**src/rtl/fpu_issue_ctrl_if.sv**
```systemverilog
// fpu_issue_ctrl_if: core-side request/response handshake of the FP issue controller.
interface fpu_issue_ctrl_if;
   logic        req_valid;
   logic        req_ready;
   logic [6:0]  req_funct7;
   logic [2:0]  req_rm;
   logic [4:0]  req_rs1;
   logic [4:0]  req_rs2;
   logic [4:0]  req_rd;
   logic        req_lw;
   logic        req_sw;
   logic [31:0] req_load_data;
   logic        resp_valid;
   logic        resp_ready;
   logic [31:0] resp_data;
   logic        resp_illegal;
   logic        resp_timeout;
   modport master (
      output req_valid, req_funct7, req_rm, req_rs1, req_rs2, req_rd, req_lw, req_sw, req_load_data, resp_ready,
      input  req_ready, resp_valid, resp_data, resp_illegal, resp_timeout
   );
   modport slave (
      input  req_valid, req_funct7, req_rm, req_rs1, req_rs2, req_rd, req_lw, req_sw, req_load_data, resp_ready,
      output req_ready, resp_valid, resp_data, resp_illegal, resp_timeout
   );
endinterface

```
**src/rtl/fpu_issue_ctrl.sv**
```systemverilog
// fpu_issue_ctrl: sequences one FP instruction at a time into the FPU and owns the fcsr.
module fpu_issue_ctrl #(
   parameter int TIMEOUT_CYCLES = 64,
   parameter int CNT_W          = 7
) (
   input  logic              clk,
   input  logic              n_rst,
   fpu_issue_ctrl_if.slave   core,
   output logic [4:0]        f_rs1,
   output logic [4:0]        f_rs2,
   output logic [4:0]        f_rd,
   output logic [7:0]        f_funct_7,
   output logic [2:0]        frm,
   output logic              f_LW,
   output logic              f_SW,
   output logic [31:0]       dload_ext,
   input  logic              f_ready,
   input  logic [31:0]       FPU_all_out,
   input  logic [4:0]        f_flags,
   output logic              busy,
   input  logic              csr_we,
   input  logic [7:0]        csr_wdata,
   output logic [7:0]        fcsr_out
);
   localparam logic [1:0] IDLE  = 2'd0;
   localparam logic [1:0] ISSUE = 2'd1;
   localparam logic [1:0] WAIT  = 2'd2;
   localparam logic [1:0] RESP  = 2'd3;
   logic [1:0]       state_q, state_d;
   logic [CNT_W-1:0] cnt_q, cnt_d;
   logic [7:0]       fcsr_q, fcsr_d;
   logic [6:0]       funct7_q, funct7_d;
   logic [2:0]       frm_q, frm_d;
   logic [4:0]       rs1_q, rs1_d, rs2_q, rs2_d, rd_q, rd_d;
   logic             lw_q, lw_d, sw_q, sw_d;
   logic [31:0]      ld_q, ld_d;
   logic [31:0]      data_q, data_d;
   logic             illegal_q, illegal_d, timeout_q, timeout_d;
   logic [2:0]       eff;
   logic             drive;
   // Dynamic rounding resolves against the fcsr value seen at accept time.
   assign eff   = (core.req_rm == 3'b111) ? fcsr_q[7:5] : core.req_rm;
   assign drive = (state_q == ISSUE) || (state_q == WAIT);
   assign f_rs1     = drive ? rs1_q : '0;
   assign f_rs2     = drive ? rs2_q : '0;
   assign f_rd      = drive ? rd_q : '0;
   assign f_funct_7 = drive ? {1'b0, funct7_q} : '0;
   assign frm       = drive ? frm_q : '0;
   assign f_LW      = drive & lw_q;
   assign f_SW      = drive & sw_q;
   assign dload_ext = drive ? ld_q : '0;
   assign busy      = state_q != IDLE;
   assign fcsr_out  = fcsr_q;
   assign core.req_ready    = state_q == IDLE;
   assign core.resp_valid   = state_q == RESP;
   assign core.resp_data    = data_q;
   assign core.resp_illegal = illegal_q;
   assign core.resp_timeout = timeout_q;
   always_comb begin
      state_d   = state_q;
      cnt_d     = cnt_q;
      funct7_d  = funct7_q;
      frm_d     = frm_q;
      rs1_d     = rs1_q;
      rs2_d     = rs2_q;
      rd_d      = rd_q;
      lw_d      = lw_q;
      sw_d      = sw_q;
      ld_d      = ld_q;
      data_d    = data_q;
      illegal_d = illegal_q;
      timeout_d = timeout_q;
      fcsr_d    = csr_we ? csr_wdata : fcsr_q;
      if (state_q == WAIT && f_ready) fcsr_d[4:0] = fcsr_d[4:0] | f_flags;
      case (state_q)
         IDLE: if (core.req_valid) begin
            funct7_d  = core.req_funct7;
            rs1_d     = core.req_rs1;
            rs2_d     = core.req_rs2;
            rd_d      = core.req_rd;
            lw_d      = core.req_lw;
            sw_d      = core.req_sw;
            ld_d      = core.req_load_data;
            frm_d     = eff;
            illegal_d = eff >= 3'b101;
            state_d   = (eff >= 3'b101) ? RESP : ISSUE;
         end
         ISSUE: begin
            cnt_d   = '0;
            state_d = WAIT;
         end
         WAIT: if (f_ready) begin
            data_d  = FPU_all_out;
            state_d = RESP;
         end else if (cnt_q == CNT_W'(TIMEOUT_CYCLES - 1)) begin
            data_d    = '0;
            timeout_d = 1'b1;
            state_d   = RESP;
         end else begin
            cnt_d = cnt_q + CNT_W'(1);
         end
         default: if (core.resp_ready) begin
            data_d    = '0;
            illegal_d = 1'b0;
            timeout_d = 1'b0;
            state_d   = IDLE;
         end
      endcase
   end
   always_ff @(posedge clk) begin
      if (n_rst) begin
         state_q   <= IDLE;
         cnt_q     <= '0;
         fcsr_q    <= '0;
         funct7_q  <= '0;
         frm_q     <= '0;
         rs1_q     <= '0;
         rs2_q     <= '0;
         rd_q      <= '0;
         lw_q      <= 1'b0;
         sw_q      <= 1'b0;
         ld_q      <= '0;
         data_q    <= '0;
         illegal_q <= 1'b0;
         timeout_q <= 1'b0;
      end else begin
         state_q   <= state_d;
         cnt_q     <= cnt_d;
         fcsr_q    <= fcsr_d;
         funct7_q  <= funct7_d;
         frm_q     <= frm_d;
         rs1_q     <= rs1_d;
         rs2_q     <= rs2_d;
         rd_q      <= rd_d;
         lw_q      <= lw_d;
         sw_q      <= sw_d;
         ld_q      <= ld_d;
         data_q    <= data_d;
         illegal_q <= illegal_d;
         timeout_q <= timeout_d;
      end
   end
endmodule

```
**src/flat_wrapper.sv**
```systemverilog
// flat-port wrapper written by rule: the top's interface ports become plain ports
module fpu_issue_ctrl_flat 
#(
   parameter int TIMEOUT_CYCLES = 64,
   parameter int CNT_W          = 7
)
  (clk, n_rst, f_rs1, f_rs2, f_rd, f_funct_7, frm, f_LW, f_SW, dload_ext, f_ready, FPU_all_out, f_flags, busy, csr_we, csr_wdata, fcsr_out, core_req_valid, core_req_funct7, core_req_rm, core_req_rs1, core_req_rs2, core_req_rd, core_req_lw, core_req_sw, core_req_load_data, core_resp_ready, core_req_ready, core_resp_valid, core_resp_data, core_resp_illegal, core_resp_timeout);
  fpu_issue_ctrl_if core_i ();
  input  logic clk;
  input  logic n_rst;
  output logic [4:0] f_rs1;
  output logic [4:0] f_rs2;
  output logic [4:0] f_rd;
  output logic [7:0] f_funct_7;
  output logic [2:0] frm;
  output logic f_LW;
  output logic f_SW;
  output logic [31:0] dload_ext;
  input  logic f_ready;
  input  logic [31:0] FPU_all_out;
  input  logic [4:0] f_flags;
  output logic busy;
  input  logic csr_we;
  input  logic [7:0] csr_wdata;
  output logic [7:0] fcsr_out;
  input wire logic [$bits(core_i.req_valid)-1:0] core_req_valid;
  input wire logic [$bits(core_i.req_funct7)-1:0] core_req_funct7;
  input wire logic [$bits(core_i.req_rm)-1:0] core_req_rm;
  input wire logic [$bits(core_i.req_rs1)-1:0] core_req_rs1;
  input wire logic [$bits(core_i.req_rs2)-1:0] core_req_rs2;
  input wire logic [$bits(core_i.req_rd)-1:0] core_req_rd;
  input wire logic [$bits(core_i.req_lw)-1:0] core_req_lw;
  input wire logic [$bits(core_i.req_sw)-1:0] core_req_sw;
  input wire logic [$bits(core_i.req_load_data)-1:0] core_req_load_data;
  input wire logic [$bits(core_i.resp_ready)-1:0] core_resp_ready;
  output wire logic [$bits(core_i.req_ready)-1:0] core_req_ready;
  output wire logic [$bits(core_i.resp_valid)-1:0] core_resp_valid;
  output wire logic [$bits(core_i.resp_data)-1:0] core_resp_data;
  output wire logic [$bits(core_i.resp_illegal)-1:0] core_resp_illegal;
  output wire logic [$bits(core_i.resp_timeout)-1:0] core_resp_timeout;
  assign core_i.req_valid = core_req_valid;
  assign core_i.req_funct7 = core_req_funct7;
  assign core_i.req_rm = core_req_rm;
  assign core_i.req_rs1 = core_req_rs1;
  assign core_i.req_rs2 = core_req_rs2;
  assign core_i.req_rd = core_req_rd;
  assign core_i.req_lw = core_req_lw;
  assign core_i.req_sw = core_req_sw;
  assign core_i.req_load_data = core_req_load_data;
  assign core_i.resp_ready = core_resp_ready;
  assign core_req_ready = core_i.req_ready;
  assign core_resp_valid = core_i.resp_valid;
  assign core_resp_data = core_i.resp_data;
  assign core_resp_illegal = core_i.resp_illegal;
  assign core_resp_timeout = core_i.resp_timeout;
  fpu_issue_ctrl #(.TIMEOUT_CYCLES(TIMEOUT_CYCLES), .CNT_W(CNT_W)) u_core (.clk(clk), .n_rst(n_rst), .core(core_i), .f_rs1(f_rs1), .f_rs2(f_rs2), .f_rd(f_rd), .f_funct_7(f_funct_7), .frm(frm), .f_LW(f_LW), .f_SW(f_SW), .dload_ext(dload_ext), .f_ready(f_ready), .FPU_all_out(FPU_all_out), .f_flags(f_flags), .busy(busy), .csr_we(csr_we), .csr_wdata(csr_wdata), .fcsr_out(fcsr_out));
endmodule
```
**config.mk**
```make
export PLATFORM = sky130hd
export DESIGN_NAME = fpu_issue_ctrl_flat
export DESIGN_NICKNAME = d
export VERILOG_FILES = /design/src/rtl/fpu_issue_ctrl_if.sv /design/src/rtl/fpu_issue_ctrl.sv /design/src/flat_wrapper.sv
export SDC_FILE = /design/constraint.sdc
export NUM_CORES = 1
export LEC_CHECK = 0
export BUFFER_PORTS_ARGS = -buffer_cell sky130_fd_sc_hd__buf_2
export CELL_PAD_IN_SITES_DETAIL_PLACEMENT = 0
export CELL_PAD_IN_SITES_GLOBAL_PLACEMENT = 1
export CORE_UTILIZATION = 31
export CTS_BUF_LIST = sky130_fd_sc_hd__clkbuf_2
export DETAILED_ROUTE_END_ITERATION = 12
export GPL_TIMING_DRIVEN = 0
export PLACE_DENSITY_LB_ADDON = 0.1
export SETUP_SLACK_MARGIN = 0.1
export SLEW_MARGIN = 10
export SYNTH_ARGS = -nofsm -noshare
export SYNTH_HDL_FRONTEND = slang
export SYNTH_SLANG_ARGS = --single-unit
```
**constraint.sdc**
```tcl
create_clock -name clk -period 1.6 [get_ports clk]
set_input_delay 0.08 -clock clk [delete_from_list [all_inputs] [get_ports clk]]
set_output_delay 0.08 -clock clk [all_outputs]
set_load 0.03 [all_outputs]
```
---- Yosys cells after proc, flatten, opt, wreduce, memory -nomap -nowiden ----
Cells that the tools add are included.
word-level totals
  output and inout bits ................... 105
  ROM bits ................................ 0
  memories kept ........................... 0
  flip-flop bits (word level) ............. 110
  bits in latches ......................... 0
  memory bits (writable) .................. 0
  bits of input ports ..................... 110
cells by class
  $mul .................................... 0
  bitwise operators ....................... 5
  shift operators ......................... 0
  $add $sub $neg .......................... 1
  eq/ne operators ......................... 10
  muxes and demuxes ....................... 28
  $lt $le $gt $ge ......................... 1
  divide/modulo/power cells ............... 0
  reduce and logical (&&, ||, !) cells .... 16
operators with widths
  cell                                                                   count
  32-bit two-way mux                                                     4
  32-bit case mux with 2 select lines                                    1
  5-bit two-way mux                                                      5
  7-bit two-way mux                                                      3
  7-bit case mux with 2 select lines                                     1
  3-bit AND reduction                                                    4
  2-bit two-way mux                                                      5
  2-bit inequality test, second input constant                           4
  2-bit nonzero test                                                     4
  7-bit by 1-bit adder with 7-bit output, second input constant          1
  7-bit by 6-bit equality test with 1-bit output, second input constant  1
  3-bit two-way mux                                                      2
  2-bit case mux with 3 select lines                                     1
  5-bit bitwise OR                                                       1
  2-bit equality test, second input constant                             2
  1-bit two-way mux                                                      4
  1-bit case mux with 2 select lines                                     2
  4-bit AND reduction                                                    1
  4-bit nonzero test                                                     1
  2-bit OR reduction                                                     2
  3-bit equality test, second input constant                             1
  3-bit greater-or-equal comparator, second input constant               1
  3-bit inequality test, second input constant                           1
  1-bit AND                                                              2
  other kinds (6)                                                        7

---- Logic depth before layout (Yosys ltp) ----
Gate-level depths: netlist of the first run.
  depth after elaboration ................. 6
  depth in mapped cells ................... 9

---- Least setup slack after synthesis of the first run ----
Ideal clock, no wire load.
  path kind ............................... register to register
  start ................................... register u_core.state_q[0]
  end ..................................... register u_core.rs1_q[0]
  arrival time ............................ 1.762 ns
  cell stages (with the launch flop) ...... 10
  path slack .............................. -0.232 ns
  buffers on the path ..................... 4
  cells stage by stage .................... dfxtp_1 > inv_1 > ha_1 > buf_2 > and2_1 > clkbuf_1 > buf_2 > buf_2 > nand2_1 > a21oi_1
between the ends
  longest elaborated chain between the ends .. 2
ends and longest elaborated chain
  element                        line                   source
  from (decl)                    fpu_issue_ctrl.sv:29   logic [1:0] state_q, state_d;
  from (signal assigned)         fpu_issue_ctrl.sv:127  state_q <= state_d;
  2-bit zero test                --
  via core_req_ready             flat_wrapper.sv:36     output wire logic [$bits(core_i.req_ready)-1:0] core_req_ready;
  2-bit AND reduction (no line)  --
  to (signal assigned)           fpu_issue_ctrl.sv:132  rs1_q <= rs1_d;
  to (decl)                      fpu_issue_ctrl.sv:34   logic [4:0] rs1_q, rs1_d, rs2_q, rs2_d, rd_q, rd_d;
The timed path passes the listed nets, and every way through them passes these cells.
A chain may end at the register's enable or synchronous reset.

---- Final worst setup path of the first run ----
  start ................................... register u_core.state_q[1]
  end ..................................... output f_funct_7[3]
between the ends
  longest elaborated chain between the ends .. 3
  elaborated cells between the ends (all ways) .. 4
ends and longest elaborated chain
  element                                                                                line                  source
  2-bit by 1-bit equality test with 1-bit output or 2-bit equality test (tied branches)  fpu_issue_ctrl.sv:43  assign drive = (state_q == ISSUE) || (state_q == WAIT);
  1-bit logical OR (*)                                                                   fpu_issue_ctrl.sv:43
  7-bit two-way mux (*)                                                                  fpu_issue_ctrl.sv:47  assign f_funct_7 = drive ? {1'b0, funct7_q} : '0;
  to (decl)                                                                              flat_wrapper.sv:14    output logic [7:0] f_funct_7;
Mark *: on every way between the ends. The rest lies on a longest branch, timed or not.

==> results.sh, run 1 <==
export IMPL_synth_ff_latch_count=110
export IMPL_syn_inst=577
export IMPL_ir_worst_vdd_mv=0.6579
export IMPL_synth_area_leader_cell="dfxtp_1"
export IMPL_drc_errors=0
export IMPL_slowest_delay_ps=420
export IMPL_cts_root_buf="clkbuf_2"
export IMPL_fin_area_mm2=0.008504
export IMPL_grt_util_met3_pct=6.158
export IMPL_hpwl_um=10400
export IMPL_hold_start="csr_we"
export IMPL_syn_nets=692
export IMPL_max_freq_mhz=518.2
export IMPL_wl_um=15750
export IMPL_clock_path_buffers=2
export IMPL_reg2reg_depth=10
export IMPL_crit_chain="inv_4 > ha_4 > clkbuf_8 > and2_1 > buf_6"
export IMPL_drt_pre_antenna_iters=6
export IMPL_final_layout_size_suffix_gt1_share_pct=38.23
export IMPL_grt_max_degree=17
export IMPL_clk_latency_ps=600
export IMPL_crit_arrival_ps=1850
export IMPL_r2r_end="u_core.cnt_q[3]"
export IMPL_die_area_mm2=0.01600
export IMPL_fillers=1382
export IMPL_status="finished, violations left"
export IMPL_ios=215
export IMPL_die_height_um=126.5
export IMPL_die_w_um=126.5
export IMPL_yosysSeqAreaShare_pct=45.83
export IMPL_numCtsBuffers=9
export IMPL_via_per_inst=4.520
export IMPL_timing_final_crit_share_pct=120.6
export IMPL_r2r_start="u_core.state_q[1]"
export IMPL_hold_slack_ps=74.65
export IMPL_fin_nets=1050
export IMPL_setup_viol_count_final=102
export IMPL_finalSetupTns_ps=-26360
export IMPL_final_min_clock_period_ps=1930
export IMPL_avgRoutedWirePerCell_um=13.97
export IMPL_gr_usage_met1_pct=22.48
export IMPL_end_kind="primary output"
export IMPL_hold_violations=0
export IMPL_muxShareOfSynthArea_pct=8.984
export IMPL_rows=45
export IMPL_coreArea_mm2=0.01515
export IMPL_final_common_cell="buf_2"
export IMPL_cp_buffers_inverters=3
export IMPL_synth_async_sr_flop_share_pct=0
export IMPL_synth_edf_count=0
export IMPL_initial_core_util_pct=31.72
export IMPL_cellLeakagePower_nw=3.723
export IMPL_synth_top_family_by_area="simple AND/OR/NAND/NOR gates"
export IMPL_dpl_cell_area_mm2=0.006150
export IMPL_cp_max_fo=10
export IMPL_clkTransAtPathRegs_ps=280
export IMPL_slowest_stage="dfxtp_4"
export IMPL_min_path_cells=3
export IMPL_hold_class="primary input to register"
export IMPL_crit_type="register to primary output"
export IMPL_crit_family="flip-flops"
export IMPL_fin_skew_ps=23.76
export IMPL_grt_util_all_layers_pct=19.42
export IMPL_numClockSinks=110
export IMPL_ys_types=38
export IMPL_fin_ws_ps=-329.7
export IMPL_ant_nets=0
export IMPL_synth_area_top_cells="dfxtp_1, nand2_1, mux2i_1"
export IMPL_violations="negative setup slack"
export IMPL_rrSetupSlack_ps=-290
export IMPL_placed_cells=976
export IMPL_layout_common_cells="buf_2, nand2_1, dlygate4sd3_1"
export IMPL_cp_start_kind="register"
export IMPL_max_slew_margin_rel_pct=54.10
export IMPL_postSynthAreaPerCell_um2=8.327
export IMPL_syn2layout_area_growth_pct=77.01
export IMPL_gp_congestion=0.7414
export IMPL_maxSlewViolCount=0
export IMPL_first_global_vias=5244
export IMPL_syn_area_mm2=0.004805
export IMPL_cts_tree="done"
export IMPL_synth_ff_type="dfxtp_1"
export IMPL_power_density_mw_per_mm2=1070
export IMPL_worstMarginPinSlew_ps=688.6
export IMPL_grt_pass1_wl_um=24880
export IMPL_cp_required_ps=1520
export IMPL_synth_adder_area_share_pct=1.302
export IMPL_dr_total_vias=5098
export IMPL_synth_compound_area_share_pct=9.297
export IMPL_fin_cells=1128
export IMPL_grt_use_met2_pct=34.61
export IMPL_grt_overflow_total=0
export IMPL_synth_top_area_share_pct=45.83
export IMPL_antenna_found_initial=1
export IMPL_port_buffer_count=211
export IMPL_grt_busiest_layer="met2"
export IMPL_rsz0062_at_grt="true"
export IMPL_worstHoldEndpoint="u_core.fcsr_out[4]"
export IMPL_synth_xor_area_share_pct=0.1823
export IMPL_synth_simple_area_share_pct=29.11
export IMPL_drtIter0Drc=117
export IMPL_drv_cap=0
export IMPL_yosys_warnings=0
export IMPL_h_tree_depth=3
## worst min-delay path: cells and delay by family
family	cells	cell delay [ps]
muxes	1	240
buffers and inverters	1	280
AOI/OAI and AO/OA	1	80
## report_power, final
group	leakage [nW]	switching, mW	internal, mW
clock network	0.0535	0.928	0.205
logic	2.77	2.36	2.35
registers	0.899	0.164	3.08
## cell type report
cell class | count | area (um^2) | share of cell area (%)
diodes | 1 | 2.502 | 0.02942
plain buffers | 42 | 412.9 | 4.855
clock buffers | 11 | 55.05 | 0.6473
clock inverters | 4 | 23.77 | 0.2795
inverters | 4 | 21.27 | 0.2501
multi-input cells | 421 | 2666 | 31.35
flip-flops and latches | 110 | 2210 | 25.98
well taps | 188 | 235.2 | 2.766
repair buffers | 347 | 2878 | 33.84
## registers in the layout (all words and copies together), names as in the netlist, 3 cells and up
name,count
u_core.cnt_q,7
u_core.fcsr_out,8
u_core.rd_q,5
u_core.funct7_q,7
u_core.rs2_q,5
u_core.ld_q,32
u_core.rs1_q,5
u_core.core.resp_data,32
u_core.frm_q,3
## metrics by stage
stage                     util [%]  setup slack [ps]  total power, mW
after floorplan                  -             92.67            5.477
after global placement       40.60            -202.8            6.343
after detailed placement     40.60            -251.5            6.388
after CTS                    53.90            -414.7            8.864
after global routing         56.15            -473.1            9.667
final                        56.15            -329.7            9.097
## cells in the mapped netlist, types with 2 or more instances
cell type  number
buf_2           7
nor2_1         12
inv_1           4
buf_1           5
and2_1         62
mux2i_1        42
nor3_1          2
clkbuf_1       25
o21ai_0         3
nand2b_1       38
dfxtp_1       110
buf_12          4
nand2_1       159
ha_1            5
o211ai_1        3
nand3_1         5
a21oi_1        70
## worst max path at each step
stage / endpoint / start / cells past startpoint / slack (ps)
after floorplan: u_core.ld_q[13] / u_core.state_q[0] / 8 / 90
after global placement: u_core.core.resp_data[11] / u_core.state_q[0] / 8 / -200
after detailed placement: u_core.core.resp_data[13] / u_core.state_q[0] / 8 / -250
after CTS: dload_ext[31] / u_core.state_q[0] / 5 / -410
after global routing: f_LW / u_core.state_q[0] / 5 / -470
final: f_funct_7[3] / u_core.state_q[1] / 5 / -330
## metal layers
| layer | wire, um | vias to the layer above | share of wire (%) |
|---|---|---|---|
| met4 | 238 | 0 | 1.5 |
| met2 | 7745 | 172 | 49 |
| met1 | 6717 | 2333 | 43 |
| li1 | - | 2576 | - |
| met5 | 0 | - | 0 |
| met3 | 1052 | 17 | 6.7 |
## cells by family after synthesis
kind of cell	after synthesis
other	1
flip-flops	110
AND/OR/NAND/NOR	289
buffers and inverters	46
AO/OA/AOI/OAI	82
adder cells (fa/ha/maj)	5
XOR/XNOR	1
multiplexers	43
## repair_timing
| action | 4_1_cts | 5_1_grt |
|---|---|---|
| endpoints found under the setup margin | 157 | 153 |
| cloned | 4 | 0 |
| hold buffers | 111 | 0 |
| resized for setup | 204 | 89 |
| setup buffers | 14 | 9 |
| endpoints found under the hold margin | 103 | 0 |
| pin swaps | 5 | 25 |
Note: power is estimated with default switching activity, not from simulation.
==> inputs of run 2 (changes only) <==
Settings changed: ABC_AREA from default to 1, CORE_UTILIZATION 31 to 30.
==> run 2 against run 1 <==
Effect of this change: fmax fell by 4.7%; the run still ends with negative setup slack left; core utilization rose by 1.8 points; highest routed layer unchanged; clock skew rose by 9.4 ps; die area rose by 4.9%; clock power rose by 21%; synthesized cell count rose by 21%; sequential cell count did not move; total power rose by 80%; final area rose by 8.2%; setup slack got worse by 94 ps; sequential power rose by 26%.
==> results.sh, run 2 <==
export IMPL_slowest_delay_ps=410
export IMPL_die_height_um=129.6
export IMPL_synth_async_sr_flop_share_pct=0
export IMPL_cp_required_ps=1520
export IMPL_final_layout_size_suffix_gt1_share_pct=45.18
export IMPL_seqPwrFrac_pct=25.1
export IMPL_synth_top_family_by_area="simple AND/OR/NAND/NOR gates"
export IMPL_maxSlewViolCount=0
export IMPL_status="finished, violations left"
export IMPL_cp_start_kind="register"
export IMPL_clk_latency_ps=640
export IMPL_yosys_warnings=0
export IMPL_synth_simple_area_share_pct=28.61
export IMPL_max_freq_mhz=494.1
export IMPL_antenna_found_initial=2
export IMPL_grt_pass1_wl_um=27230
export IMPL_ant_nets=0
export IMPL_yosys_top_cells_count="nand2_1, nor2_1, dfxtp_1"
export IMPL_die_w_um=129.6
export IMPL_dr_total_vias=5711
export IMPL_final_min_clock_period_ps=2024
export IMPL_cts_tree="done"
export IMPL_ir_worst_vdd_mv=0.8556
export IMPL_initial_core_util_pct=30.73
export IMPL_drc_errors=0
export IMPL_postSynthAreaPerCell_um2=7.003
export IMPL_clkPwrFrac_pct=8.4
export IMPL_synth_compound_area_share_pct=14.15
export IMPL_die_area_mm2=0.01678
export IMPL_synth_top_area_share_pct=45.12
export IMPL_syn_inst=697
export IMPL_yosysMostFrequentCell="nand2_1"
export IMPL_grt_max_degree=19
export IMPL_h_tree_depth=3
export IMPL_syn_nets=812
export IMPL_grt_util_all_layers_pct=20.78
export IMPL_synth_edf_count=0
export IMPL_hold_violations=0
export IMPL_synth_ff_type="dfxtp_1"
export IMPL_hpwl_um=11150
export IMPL_cp_buffers_inverters=5
export IMPL_drv_cap=0
export IMPL_crit_type="register to primary output"
export IMPL_avgRoutedWirePerCell_um=13.32
export IMPL_max_slew_margin_rel_pct=53.33
export IMPL_p_int_mw=9.035
export IMPL_clock_path_buffers=2
export IMPL_synth_area_top_cells="dfxtp_1, nand2_1, nor2_1"
export IMPL_final_common_cell="buf_2"
export IMPL_power_frac_comb_pct=66.5
export IMPL_worstMarginPinSlew_ps=700.0
export IMPL_crit_path_frequent_cell="inv_2"
export IMPL_hold_class="primary input to register"
export IMPL_fin_ws_ps=-423.8
export IMPL_port_buffer_count=211
export IMPL_ios=215
export IMPL_hold_slack_ps=105.9
export IMPL_synth_ff_latch_count=110
export IMPL_cts_root_buf="clkbuf_2"
export IMPL_timing_final_crit_share_pct=126.5
export IMPL_dpl_cell_area_mm2=0.006232
export IMPL_wl_um=17410
export IMPL_synth_adder_area_share_pct=1.282
export IMPL_yosysSeqAreaShare_pct=45.12
export IMPL_synth_area_leader_cell="dfxtp_1"
export IMPL_clkTransAtPathRegs_ps=300
export IMPL_violations="negative setup slack"
export IMPL_numClockSinks=110
export IMPL_first_global_vias=5774
export IMPL_power_density_mw_per_mm2=1777
export IMPL_setup_viol_count_final=92
export IMPL_syn_area_mm2=0.004881
export IMPL_fin_skew_ps=33.14
export IMPL_syn2layout_area_growth_pct=88.52
export IMPL_finalSetupTns_ps=-25540
export IMPL_synth_xor_area_share_pct=0.1794
export IMPL_drt_pre_antenna_iters=4
export IMPL_crit_family="buffers and inverters"
export IMPL_crit_chain="inv_2 > ha_4 > buf_12 > clkbuf_16 > nand2_4 > inv_2 > buf_6"
export IMPL_coreArea_mm2=0.01589
export IMPL_cellLeakagePower_nw=4.506
export IMPL_end_kind="primary output"
export IMPL_rsz0062_at_grt="true"
export IMPL_via_per_inst=4.370
export IMPL_ys_types=30
export IMPL_fin_area_mm2=0.009201
export IMPL_cp_max_fo=8
export IMPL_gp_congestion=0.7541
export IMPL_crit_arrival_ps=1940
export IMPL_p_switching_mw=7.321
export IMPL_muxShareOfSynthArea_pct=0
export IMPL_slowest_stage="dfxtp_2"
export IMPL_layout_common_cells="buf_2, nor2_1, dlygate4sd3_1"
export IMPL_numCtsBuffers=9
export IMPL_fin_nets=1199
export IMPL_grt_overflow_total=0
export IMPL_rows=46
export IMPL_drtIter0Drc=194
export IMPL_switching_share_pct=44.76
==> run 2: logic make-up after synthesis <==
family                     count (synthesis)
and+or+nand+nor                          343
DFF                                      110
other                                      1
xor gates and xnor gates                   1
adders and majority gates                  5
AOI/OAI and AO/OA                        121
buffers and inverters                    116
==> run 2: worst min-delay path, cell delays in order <==
cell and delay [ps]:
clkbuf_1 210, clkbuf_1 290, nor2_1 140
==> run 2: worst paths after layout <==
path	startpoint	end	slack, ps	cells past startpoint
worst min-delay path	n_rst	u_core.core.resp_data[28]	110	3
worst max register to register	u_core.state_q[0]	u_core.core.resp_data[25]	-110	12
worst max-delay path	u_core.state_q[0]	dload_ext[25]	-420	7
worst min register to register	u_core.cnt_q[2]	u_core.cnt_q[2]	490	2
==> run 2: layout make-up <==
| class | count | area (um^2) |
|---|---|---|
| repair buffers | 376 | 3256 |
| well taps | 216 | 270.3 |
| fillers | 1490 | 6684 |
| clock buffers | 9 | 45.04 |
| inverters | 74 | 307.8 |
| multi-input cells | 471 | 2586 |
| clock inverters | 7 | 73.82 |
| diodes | 2 | 5.005 |
| plain buffers | 41 | 431.7 |
| flip-flops and latches | 110 | 2210 |
| repair inverters | 1 | 16.27 |
==> run 2: repair_timing <==
item                                    in CTS  in global routing
hold endpoints to repair                   103                  0
pin swaps                                   20                 27
endpoints found under the setup margin     155                159
gates cloned                                 9                  4
buffers inserted                            29                 10
hold buffers                               119                  0
gates resized for setup                    261                125
==> run 2: metal layers <==
layer	track usage (%)	wire length [um]
met4	7.661	361
met2	38.90	9076
met5	0	0
met1	22.69	6884
met3	4.872	1087
==> run 2: power by group through the flow <==
stage               Combinational (mW)  Sequential [mW]  Clock (mW)
CTS                               9.99             4.02        1.44
global placement                  6.45             4.02           0
global route                      11.7             4.21        1.53
finish                            10.9             4.10        1.37
detailed placement                6.52             4.05           0
floorplan                         4.10             4.69           0
==> run 2: metrics by stage <==
stage	std cells	utilization [%]	power [mW]	worst slack, ps
after floorplan	697	-	8.792	100.5
after detailed placement	1124	39.23	10.57	-407.7
after global placement	1124	39.23	10.47	-361.1
final	1307	57.92	16.36	-423.8
after CTS	1296	55.55	15.45	-458.9
after global routing	1307	57.92	17.44	-524.5
==> inputs of run 3 (changes only) <==
Settings changed: MAX_ROUTING_LAYER from default to met4.
==> run 3 against run 2 <==
Effect of this change: the run still ends with negative setup slack left; sequential cell count stayed put; final area is 0.15% higher; setup slack better by 6.8 ps; routed wire length is 0.17% higher; global-route usage is 0.64 points higher; sequential power hardly changed; combinational power hardly changed; core utilization is 0.087 points higher; sequential share of layout area hardly changed; first-iteration DRC count is 2.1% lower; fmax is 0.34% higher; count of clock-buffer cells in the layout stayed put; largest power group unchanged.
==> results.sh, run 3 (same netlist as run 2, synthesis figures left out) <==
export IMPL_cts_tree="done"
export IMPL_timing_final_crit_share_pct=126.1
export IMPL_avgRoutedWirePerCell_um=13.32
export IMPL_placed_cells=1124
export IMPL_cp_start_kind="register"
export IMPL_via_per_inst=4.359
export IMPL_ir_worst_vdd_mv=0.8580
export IMPL_hold_start="n_rst"
export IMPL_startpoint="u_core.state_q[0]"
export IMPL_place_ws_ps=-407.7
export IMPL_power_density_mw_per_mm2=1781
export IMPL_port_buffer_count=211
export IMPL_die_w_um=129.6
export IMPL_fillers=1486
export IMPL_dr_total_vias=5706
export IMPL_final_min_clock_period_ps=2017
export IMPL_die_area_mm2=0.01678
export IMPL_worstMarginPinSlew_ps=705.0
export IMPL_status="finished, violations left"
export IMPL_ant_nets=0
export IMPL_end_kind="primary output"
export IMPL_grt_util_all_layers_pct=21.43
export IMPL_crit_type="register to primary output"
export IMPL_die_height_um=129.6
export IMPL_r2r_start="u_core.state_q[0]"
export IMPL_final_layout_size_suffix_gt1_share_pct=45.10
export IMPL_first_global_vias=5776
export IMPL_drt_pre_antenna_iters=4
export IMPL_grt_max_degree=19
export IMPL_h_tree_depth=3
export IMPL_final_common_cell="buf_2"
export IMPL_cp_endpoint="dload_ext[30]"
export IMPL_dpl_cell_area_mm2=0.006232
export IMPL_rows=46
export IMPL_p_total_mw=16.41
export IMPL_fin_cells=1309
export IMPL_setup_viol_count_final=92
export IMPL_fin_skew_ps=34.72
export IMPL_numClockSinks=110
export IMPL_fin_area_mm2=0.009215
export IMPL_coreArea_mm2=0.01589
export IMPL_violations="negative setup slack"
export IMPL_hpwl_um=11150
export IMPL_grt_overflow_total=0
export IMPL_ios=215
export IMPL_crit_arrival_ps=1940
export IMPL_fin_nets=1201
export IMPL_clk_latency_ps=640
export IMPL_regArea_mm2=0.002210
export IMPL_initial_core_util_pct=30.73
export IMPL_clock_path_buffers=2
export IMPL_layout_common_cells="buf_2, nor2_1, dlygate4sd3_1"
export IMPL_grt_pass1_wl_um=27210
export IMPL_maxSlewViolCount=0
export IMPL_hold_violations=0
export IMPL_cp_required_ps=1520
export IMPL_drc_errors=0
export IMPL_rsz0062_at_grt="true"
export IMPL_hold_slack_ps=114.6
export IMPL_max_freq_mhz=495.8
export IMPL_reg2reg_depth=12
export IMPL_gp_congestion=0.7639
export IMPL_cts_root_buf="clkbuf_2"
export IMPL_numCtsBuffers=9
export IMPL_multi_input_area_mm2=0.002587
export IMPL_cp_max_fo=8
export IMPL_hold_class="primary input to register"
export IMPL_rrSetupSlack_ps=-110
export IMPL_r2r_end="u_core.core.resp_data[10]"
export IMPL_antenna_found_initial=2
export IMPL_clkTransAtPathRegs_ps=300
export IMPL_max_slew_margin_rel_pct=53.00
export IMPL_wl_um=17440
export IMPL_cellLeakagePower_nw=4.533
export IMPL_drtIter0Drc=190
export IMPL_drv_cap=0
export IMPL_syn2layout_area_growth_pct=88.80
export IMPL_fin_ws_ps=-417.0
run 3: how the worst min path moves through the flow:
stage / end / cells after the start
floorplan: u_core.fcsr_out[5] / 2
global placement: u_core.fcsr_out[5] / 3
detailed placement: u_core.fcsr_out[5] / 3
CTS: u_core.core.resp_data[29] / 3
global route: u_core.core.resp_data[28] / 3
finish: u_core.core.resp_data[29] / 3
run 3: power by group:
part,switching (mW),leakage (nW),internal (mW)
sequential,0.553,0.908,3.56
combinational,5.78,3.56,5.16
clock,1.01,0.0622,0.362
total,7.34,4.53,9.07
run 3: area by class of cell:
cell class	instances	area share (%)
multi-input cells	471	28.08
repair buffers	378	35.49
clock inverters	7	0.8011
well taps	216	2.933
inverters	74	3.313
clock buffers	9	0.4888
diodes	2	0.05431
flip-flops and latches	110	23.98
plain buffers	41	4.684
repair inverters	1	0.1765
run 3: critical path, cell delays in order (launching register included):
cell	delay, ps
dfxtp_2	410
inv_2	50
ha_4	310
buf_12	160
clkbuf_16	170
nand2_2	60
inv_2	50
buf_6	120
run 3: metal layers:
layer,vias to the layer above,GRT usage (%),routed length [um],part of all wire (%)
li1,2925,-,-,-
met1,2594,23.51,7109,41
met2,161,38.77,9110,52
met3,26,3.716,897,5.1
met4,0,7.661,321,1.8
met5,-,-,0,0
run 3: repair_timing:
| action | 4_1_cts | 5_1_grt |
|---|---|---|
| endpoints found under the hold margin | 103 | 0 |
| pin swaps | 20 | 29 |
| gates cloned | 9 | 4 |
| endpoints found under the setup margin | 155 | 159 |
| resized for setup | 261 | 124 |
| buffers inserted | 29 | 12 |
| hold buffers | 119 | 0 |
run 3: metrics by stage:
stage / util, % / setup TNS, ps
after floorplan: - / 0
after global placement: 39.23 / -22550
after detailed placement: 39.23 / -27100
after CTS: 55.55 / -27610
after global routing: 58.01 / -34210
final: 58.01 / -25210
